==> src/rtl/up_down_counter_pkg.sv <==
// Shared types and defaults for the up/down counter.
// Optional build macro used by this block: UP_DOWN_COUNTER_SATURATE_EN.
package up_down_counter_pkg;

  localparam int UDC_DEFAULT_WIDTH = 4;

  typedef enum logic [1:0] {
    DIR_HOLD = 2'd0,
    DIR_UP   = 2'd1,
    DIR_DOWN = 2'd2
  } count_dir_t;

endpackage

==> src/rtl/udc_next_count.sv <==
// Combinational next-count logic for the up/down counter.
// Wraps modulo 2^WIDTH by default; saturates when UP_DOWN_COUNTER_SATURATE_EN is defined.
module udc_next_count
  import up_down_counter_pkg::*;
#(
  parameter int WIDTH = UDC_DEFAULT_WIDTH
) (
  input  logic [WIDTH-1:0] count,
  input  count_dir_t       dir,
  output logic [WIDTH-1:0] next_count
);

  localparam logic [WIDTH-1:0] COUNT_MAX = {WIDTH{1'b1}};
  localparam logic [WIDTH-1:0] COUNT_MIN = '0;
  localparam logic [WIDTH-1:0] ONE       = WIDTH'(1);

  always_comb begin
    next_count = count;
    case (dir)
      DIR_UP: begin
`ifdef UP_DOWN_COUNTER_SATURATE_EN
        next_count = (count == COUNT_MAX) ? COUNT_MAX : count + ONE;
`else
        next_count = count + ONE;
`endif
      end
      DIR_DOWN: begin
`ifdef UP_DOWN_COUNTER_SATURATE_EN
        next_count = (count == COUNT_MIN) ? COUNT_MIN : count - ONE;
`else
        next_count = count - ONE;
`endif
      end
      default: next_count = count;
    endcase
  end

endmodule

==> src/rtl/up_down_counter_4bit.sv <==
// Synchronous up/down counter with synchronous clear and terminal-count flags.
// Define UP_DOWN_COUNTER_SATURATE_EN to saturate at the bounds instead of wrapping.
module up_down_counter_4bit
  import up_down_counter_pkg::*;
#(
  parameter int WIDTH = UDC_DEFAULT_WIDTH
) (
  input  logic             clk,
  input  logic             clear,
  input  logic             Up,
  input  logic             Down,
  output logic [WIDTH-1:0] Out,
  output logic             at_max,
  output logic             at_min
);

  count_dir_t       dir;
  logic [WIDTH-1:0] next_count;

  // Both requests together cancel out and hold the count.
  always_comb begin
    dir = DIR_HOLD;
    if (Up && !Down) begin
      dir = DIR_UP;
    end else if (Down && !Up) begin
      dir = DIR_DOWN;
    end
  end

  udc_next_count #(
    .WIDTH(WIDTH)
  ) u_next (
    .count      (Out),
    .dir        (dir),
    .next_count (next_count)
  );

  always_ff @(posedge clk) begin
    if (clear) begin
      Out <= '0;
    end else begin
      Out <= next_count;
    end
  end

  assign at_max = (Out == {WIDTH{1'b1}});
  assign at_min = (Out == '0);

endmodule

==> config.mk <==
export PLATFORM = sky130hd
export DESIGN_NAME = up_down_counter_4bit
export DESIGN_NICKNAME = d
export VERILOG_FILES = /design/src/rtl/up_down_counter_pkg.sv /design/src/rtl/udc_next_count.sv /design/src/rtl/up_down_counter_4bit.sv
export SDC_FILE = /design/constraint.sdc
export NUM_CORES = 1
export LEC_CHECK = 0
export ABC_CLOCK_PERIOD_IN_PS = 4400
export CORE_AREA = 2 2 39 41
export DETAILED_ROUTE_END_ITERATION = 10
export DIE_AREA = 0 0 41 43
export GPL_TIMING_DRIVEN = 1
export SETUP_SLACK_MARGIN = 0.05
export SYNTH_ARGS = -nofsm -noshare
export SYNTH_HDL_FRONTEND = slang
export SYNTH_HIERARCHICAL = 1
export SYNTH_SLANG_ARGS = --single-unit
==> constraint.sdc <==
create_clock -name clk -period 4.4 [get_ports clk]
set_input_delay 0.88 -clock clk [delete_from_list [all_inputs] [get_ports clk]]
set_output_delay 0.88 -clock clk [all_outputs]
set_load 0.05 [all_outputs]
; Yosys cells after proc, flatten, opt, wreduce, memory -nomap -nowiden
; Index checks and enable logic that the tools add are counted.
[totals]
register_bits = 4
input_bits = 4
out_inout_bits = 6
elab_cells = 15
[op_classes]
n_addsub = 2
eq_ne = 3
muxes = 3
n_reduce_logical = 6
[op_table]
columns = op, count
row1 = 4-bit one-hot mux with 2 select lines, 1
row2 = "4-bit by 1-bit adder with 4-bit output, second input constant", 1
row3 = "4-bit equality test, second input constant", 1
row4 = 4-bit zero test, 1
row5 = 2-bit two-way mux, 2
row6 = "4-bit by 1-bit subtractor with 4-bit output, second input constant", 1
row7 = "2-bit by 1-bit equality test with 1-bit output, second input constant", 1
row8 = "2-bit equality test, second input constant", 1
row9 = 1-bit logical AND, 2
row10 = 1-bit zero test, 2
row11 = 2-bit nonzero test, 1

; Depth between registers and ports, before layout
; Gate-level depths: netlist (run 1).
[logic_depth]
word_depth = 6
depth_mapped = 10
mapped_depth_nobuf = 10

; Cells and area by module
; Netlist (run 1), hierarchy kept.
[by_module_without_submodules]
columns = mod, instances, cells_each, area_each_um2, seq_area_each_um2
row1 = udc_next_count, 1, 19, 158.9, 0.0
row2 = up_down_counter_4bit, 1, 12, 140.1, 80.1

; Worst setup path before layout (run 1)
; Ideal clock, no wire load.
[synth_path]
path_kind = reg2out
start = register Out[1]
end = output at_min
arrival_time_ns = 1.572
setup_slack_ns = 1.948
path_stages_with_launch = 2
n_path_buf = 0
cell_sequence = dfxtp_1 -> nor4_2
[synth_via]
elab_chain_len = 1
[synth_lines]
columns = item, line_no
row1 = start: declaration, up_down_counter_4bit.sv:12  ; output logic [WIDTH-1:0] Out,
row2 = start signal: assignment, up_down_counter_4bit.sv:42  ; Out <= next_count;
row3 = 4-bit zero test, up_down_counter_4bit.sv:47  ; assign at_min = (Out == '0);
row4 = end: declaration, up_down_counter_4bit.sv:14  ; output logic at_min
; Every way passes these cells.

; Worst setup path after layout (run 1)
[layout_path]
start = input Up
end = register Out[2]
[layout_via]
word_cells_on_any_way = 9
cone_classes = 2 x eq/ne / 3 x mux / 4 x reduce/logical
[layout_lines]
columns = item, line_no
row1 = start: declaration, up_down_counter_4bit.sv:10  ; input logic Up,
row2 = 1-bit logical AND *, up_down_counter_4bit.sv:23  ; if (Up && !Down) begin
row3 = 2-bit two-way mux *, up_down_counter_4bit.sv:23
row4 = named net dir[0], up_down_counter_4bit.sv:17  ; count_dir_t dir;
row5 = 2-bit equality test or 2-bit by 1-bit equality test with 1-bit output (tied branches), udc_next_count.sv:19  ; case (dir)
row6 = 4-bit one-hot mux with 2 select lines *, udc_next_count.sv:19
row7 = named net next_count[2], up_down_counter_4bit.sv:18  ; logic [WIDTH-1:0] next_count;
; The timed path passes the listed nets; every way through them passes the cells marked *.
; A chain may end at the register's enable or synchronous reset.

==> metrics.yaml, run 1 <==
result_of_the_run: "complete, no violations"
placement_rows: 14
max_clock_freq_mhz: 373
via_count_of_the_first_global_routing_pass: 217
place.detailed.instances: 56
drt_first_pass_iters: 2
postSynth.topFlopCell: "dfxtp_1"
share_of_layout_cells_above_drive_strength_1_pct: 16.3
detail_route.wirelength_um: 561
via_count: 254
wl_per_cell_um: 9.51
setup.worst_path.end_class: "register"
skew_ns: 0.00303
final.period_utilization_pct: 60.9
synth_fp_nets: 38
worst-endpoint-required_ns: 4.52
worst_setup_hold_path_clk_slew_ns: 0.04
startpoint_type: "primary input"
worst_ir_drop_on_vdd_v: 0.000225
largest_register: "Out"
cts.repair_timing.setup_buffer_count: 0
setup_repair_after_global_routing_missed_its_margin: "false"
synth-warning-count: 6
min_path_type: "reg -> reg"
cts.path.max_buffers: 2
cp.buffers_inverters: 2
antennaDiodeCount: 0
critPathSlowestCell: "clkdlybuf4s50_1"
pin_count_of_the_biggest_net_entering_global_routing: 9
global_route_wire_length_before_repair_um: 890
crit_arrival_ns: 2.80
slew_limit_headroom_pct: 66.6
path_common_cell: "xor2_1"
cts_resized: 0
io_buffers: 9
ioPinCount: 10
grt-ovfl-total: 0
die_w_um: 41
postSynthAreaPerCell_um2: 9.65
crit_type: "in -> reg"
slew_viol_final: 0
critical_path.top_delay_family: "buffers and inverters"
tritoncts: "done"
dieArea_um2: 1760
drc_markers: 0
cts_made_buffers: 3
total_leakage_power_nw: 0.182
postSynthCellCount: 31
reg.largest.list: "Out: 4 flops"
antenna_violations_before_repair: 0
synth_top_area_share_pct: 26.8
initial_utilization_pct: 21.6
cp_cell_sequence: "clkdlybuf4s50_1 > nor2b_1 > inv_1 > ha_1 > xor2_1 > ha_1 > a21oi_1 > xor2_1 > nor2_1 > xor2_1 > nor2b_1"
number_of_max_cap_violations: 0
peak_fanout_along_the_critical_path: 4
core_area_um2: 1380
crit_path_max_incr_delay_ns: 0.47
dieHeight_um: 43
yosys.cell_types.count: 15
cell_area_power_density_nw_per_um2: 385
count_of_state_elements_after_synthesis: 4
worst_slew_pin_slew_ns: 0.499
postCtsHoldBufs: 0
finish.cell_count_without_fillers: 59
tns_ns: 0
syn_area_um2: 299
finish.net_count: 52
ys_seq_area_share_pct: 26.8
async_reset_ff_share_pct: 0
clock_tree.htree_level_count: 1
clock_latency_ns: 0.23
post_drt_via_cell_ratio: 4.31
track_usage_pct: 7.92
detail-route-antenna-nets: 0
yosys-top-cells-area: "dfxtp_1 27%, nor2b_1 17%, ha_1 13%, xor2_1 12%, o32ai_2 5.4%"
number_of_flip_flops_under_the_largest_register_name: 4
synth_enable_flop_cells: 0
hpwl_um: 419
clockRootBuffer: "clkbuf_4"
synthTopCellsByCount: "8 x nor2b_1, 4 x dfxtp_1, 4 x xor2_1"
cts_num_sinks: 4
drtIter0Drc: 3
setup_viol: 0
hold_viol: 0
syn2layout_area_growth_pct: 44.4
yosys.area.top_type: "dfxtp_1"
routabilityCongestion: 0.720
most_numerous_cell_in_the_yosys_netlist: "nor2b_1"
fin_crit_ns: 2.68
## placed cells by master (no fill, tap or decap), types with 2 or more instances in the layout
cell,count
xor2_1,4
a21oi_1,2
clkbuf_4,3
dfxtp_1,4
nor2b_1,8
clkdlybuf4s50_1,9
ha_1,3
## kinds of logic after synthesis
kind of cell / count (synthesis) / share of synthesized area, %
and+or+nand+nor: 13 / 30.1
xor gates and xnor gates: 5 / 14.6
AOI/OAI and AO/OA: 4 / 10.9
DFF: 4 / 26.8
adders and majority gates: 3 / 12.6
buffers and inverters: 1 / 1.25
muxes: 1 / 3.77
## worst paths after layout
check,cells after the start,slack [ns],from,end
worst max-delay path,11,1.72,Up,Out[2]
worst min-delay path,2,0.63,Out[3],Out[3]
worst max register to register,7,2.89,Out[1],Out[2]
worst min register to register,2,0.63,Out[3],Out[3]
## area by class of cell
cell class              count  area, um^2
multi-input cells          26         215
well taps                  16        20.0
clock buffers               3        22.5
repair buffers              9        90.1
fillers                   158         952
inverters                   1        3.75
flip-flops and latches      4        80.1
## worst min-delay path, cell delays in order (launching register included)
cell and delay [ns]:
dfxtp_1 0.38, xor2_1 0.08, nor2b_1 0.12
## power by group
part	switching, mW	leakage (nW)	total [mW]	internal, mW
sequential	0.00899	0.0328	0.0501	0.0411
clock	0.0137	0.0138	0.0441	0.0304
combinational	0.0409	0.136	0.0721	0.0313
total	0.0635	0.182	0.166	0.103
## layer usage
metal  vias to the layer above  GRT usage (%)  part of all wire [%]
met4                         0           2.00                     0
met5                         -              0                     0
met1                       109           10.3                    50
met3                         0           7.85                    11
li1                        134              -                     -
met2                        11           9.06                    39
## stage by stage
stage | total power, mW | utilization, % | cell area [um^2] | setup WS (ns) | hold WS (ns)
after floorplan | 0.101 | - | 299 | 1.95 | 0.839
after global placement | 0.123 | 29.6 | 409 | 1.49 | 0.619
after detailed placement | 0.123 | 29.6 | 409 | 1.48 | 0.621
after CTS | 0.170 | 31.2 | 432 | 1.72 | 0.632
after global routing | 0.175 | 31.2 | 432 | 1.61 | 0.660
final | 0.166 | 31.2 | 432 | 1.72 | 0.632
Power figures use the tool's default switching activity.
==> run 2: changes to the inputs <==
Settings changed: ABC_CLOCK_PERIOD_IN_PS 4400 to 2400.
Clock period 4.4 ns to 2.4 ns, I/O delays scaled along.
==> metrics.yaml, run 2 (synthesis results as in run 1) <==
placement_rows: 14  # unchanged
final_core_util_pct: 33.3  # was 31.2%
antenna_violations_before_repair: 0  # unchanged
number_of_max_cap_violations: 0  # unchanged
cts.path.max_buffers: 2  # unchanged
final.period_utilization_pct: 94.6
crit_arrival_ns: 1.79  # was 2.80 ns
worst_ir_drop_on_vdd_v: 0.000353  # was 0.000225 V
power.sequential.fraction_pct: 29.6  # was 30.1%
dieHeight_um: 43  # unchanged
cell_area_power_density_nw_per_um2: 678  # was 385 nW/um^2
power.clock.fraction_pct: 26.3  # was 26.5%
critPathSlowestCell: "clkdlybuf4s50_1"  # unchanged
slew_limit_headroom_pct: 66.5  # was 66.6%
via_count: 268  # was 254
peak_fanout_along_the_critical_path: 8  # was 4
post_drt_via_cell_ratio: 4.32  # was 4.31
grt.met2_usage_pct: 9.69  # was 9.06%
drtIter0Drc: 0  # was 3
grt.busiest_layer: "met1"  # unchanged
int_pwr_uw: 193  # was 103 uW
clock_tree.htree_level_count: 1  # unchanged
via_count_of_the_first_global_routing_pass: 238  # was 217
pre_cts_ws_ns: -0.0397  # was 1.48 ns
routabilityCongestion: 0.687  # was 0.720
worst-endpoint-required_ns: 1.92  # was 4.52 ns
initial_utilization_pct: 21.6  # unchanged
min_path_type: "reg -> reg"  # unchanged
fin_hold_ws_ns: 0.637  # was 0.632 ns
global_route_wire_length_before_repair_um: 959  # was 890 um
hpwl_um: 428  # was 419 um
final.setup.worst_slack_ns: 0.129  # was 1.72 ns
global_route.usage.met3_pct: 6.28  # was 7.85%
postCtsHoldBufs: 0  # unchanged
core_area_um2: 1380  # unchanged
dieArea_um2: 1760  # unchanged
max_clock_freq_mhz: 440
hold_viol: 0  # unchanged
net-switching-power_uw: 120  # was 63.5 uW
largest_register: "Out"  # unchanged
result_of_the_run: "complete, no violations"  # unchanged
post-route-cell-area_um2: 460  # was 432 um^2
worst_setup_hold_path_clk_slew_ns: 0.04  # about the same
crit_type: "reg -> out"  # was in -> reg
detailed_place.area_um2: 432  # was 409 um^2
share_of_layout_cells_above_drive_strength_1_pct: 26.1  # was 16.3%
die_w_um: 41  # unchanged
tritoncts: "done"  # unchanged
setup_repair_after_global_routing_missed_its_margin: "false"  # unchanged
finish.net_count: 55  # was 52
detail-route-antenna-nets: 0  # unchanged
tns_ns: 0  # unchanged
syn2layout_area_growth_pct: 54.0  # was 44.4%
cts_num_sinks: 4  # unchanged
cp_cell_sequence: "and4_2 > clkdlybuf4s50_1"  # was clkdlybuf4s50_1 > nor2b_1 > inv_1 > ha_1 > xor2_1 > ha_1 > a21oi_1 > xor2_1 > nor2_1 > xor2_1 > nor2b_1
layout_commonest_cell: "clkdlybuf4s50_1"  # unchanged
ioPinCount: 10  # unchanged
cts_made_buffers: 3  # unchanged
setup_viol: 0  # unchanged
clockRootBuffer: "clkbuf_4"  # unchanged
slew_viol_final: 0  # unchanged
antennaDiodeCount: 0  # unchanged
startpoint_type: "register"  # was primary input
total_leakage_power_nw: 0.198  # was 0.182 nW
io_buffers: 9  # unchanged
drt_first_pass_iters: 1  # was 2
worst_slew_pin_slew_ns: 0.500  # was 0.499 ns
power.share.switching_pct: 38.3  # was 38.2%
crit_path_max_incr_delay_ns: 0.79  # was 0.47 ns
detail_route.wirelength_um: 579  # was 561 um
grt-ovfl-total: 0  # unchanged
clock_latency_ns: 0.23  # about the same
reg.largest.list: "Out: 4 flops"  # unchanged
most_frequent_cells_in_the_layout: "9 x clkdlybuf4s50_1, 7 x nor2b_1, 4 x dfxtp_1, 4 x xor2_1"  # was 9 x clkdlybuf4s50_1, 8 x nor2b_1, 4 x dfxtp_1, 4 x xor2_1
track_usage_pct: 8.23  # was 7.92%
fin_crit_ns: 2.27
drc_markers: 0  # unchanged
pin_count_of_the_biggest_net_entering_global_routing: 9  # unchanged
number_of_flip_flops_under_the_largest_register_name: 4  # unchanged
grt_use_met1_pct: 11.6  # was 10.3%
wl_per_cell_um: 9.34  # was 9.51 um
skew_ns: 0.00278  # was 0.00303 ns
power_frac_comb_pct: 44.1  # was 43.4%
setup.worst_path.end_class: "output pin"  # was register
==> run 2: cell types whose count changed in the layout (fill, tap and decap cells not counted) <==
cell	change
buf_4	+3
nor2b_2	+1
a21oi_2	+1
nor2b_1	-1
a21oi_1	-1
==> run 2: what timing repair did <==
action / CTS / global route
setup endpoints to repair: 0 / 1
buffers inserted: 0 / 0
gates resized for setup: 0 / 2
==> run 2: worst paths after layout <==
path / startpoint / endpoint / slack (ns) / depth (start not counted)
worst max-delay path: Out[1] / at_max / 0.13 / 2
worst min-delay path: Out[3] / Out[3] / 0.64 / 2
worst max register to register: Out[1] / Out[2] / 0.90 / 7
worst min register to register: Out[3] / Out[3] / 0.64 / 2
==> run 2: layout make-up <==
cell class	count	area, um^2
timing repair buffer	12	113
clock buffer	3	22.5
inverter	1	3.75
multi-input combinational	26	221
fill	155	923
sequential	4	80.1
tap	16	20.0
==> run 2: layer usage <==
metal  vias to the layer above  wire, um
met1                       119       300
met5                         -         0
met4                         0         0
met3                         0        50
met2                        10       228
li1                        139         -
==> run 2: metrics by stage <==
stage               power (mW)  cells
floorplan                0.185     31
global placement         0.229     59
detailed placement       0.230     59
CTS                      0.317     62
global route             0.332     62
finish                   0.312     62
==> run 2: power by group through the flow <==
stage	Clock (mW)	Sequential, mW	Combinational (mW)
final	0.0822	0.0923	0.138
after global routing	0.0912	0.0940	0.147
after CTS	0.0871	0.0924	0.138
after detailed placement	0	0.0932	0.137
after global placement	0	0.0927	0.136
after floorplan	0	0.118	0.0671
==> run 2: critical path: cells and delay by family (launching register included) <==
| family | cells | cell delay (ns) |
|---|---|---|
| DFF | 1 | 0.49 |
| and+or+nand+nor | 1 | 0.27 |
| buffers and inverters | 1 | 0.79 |
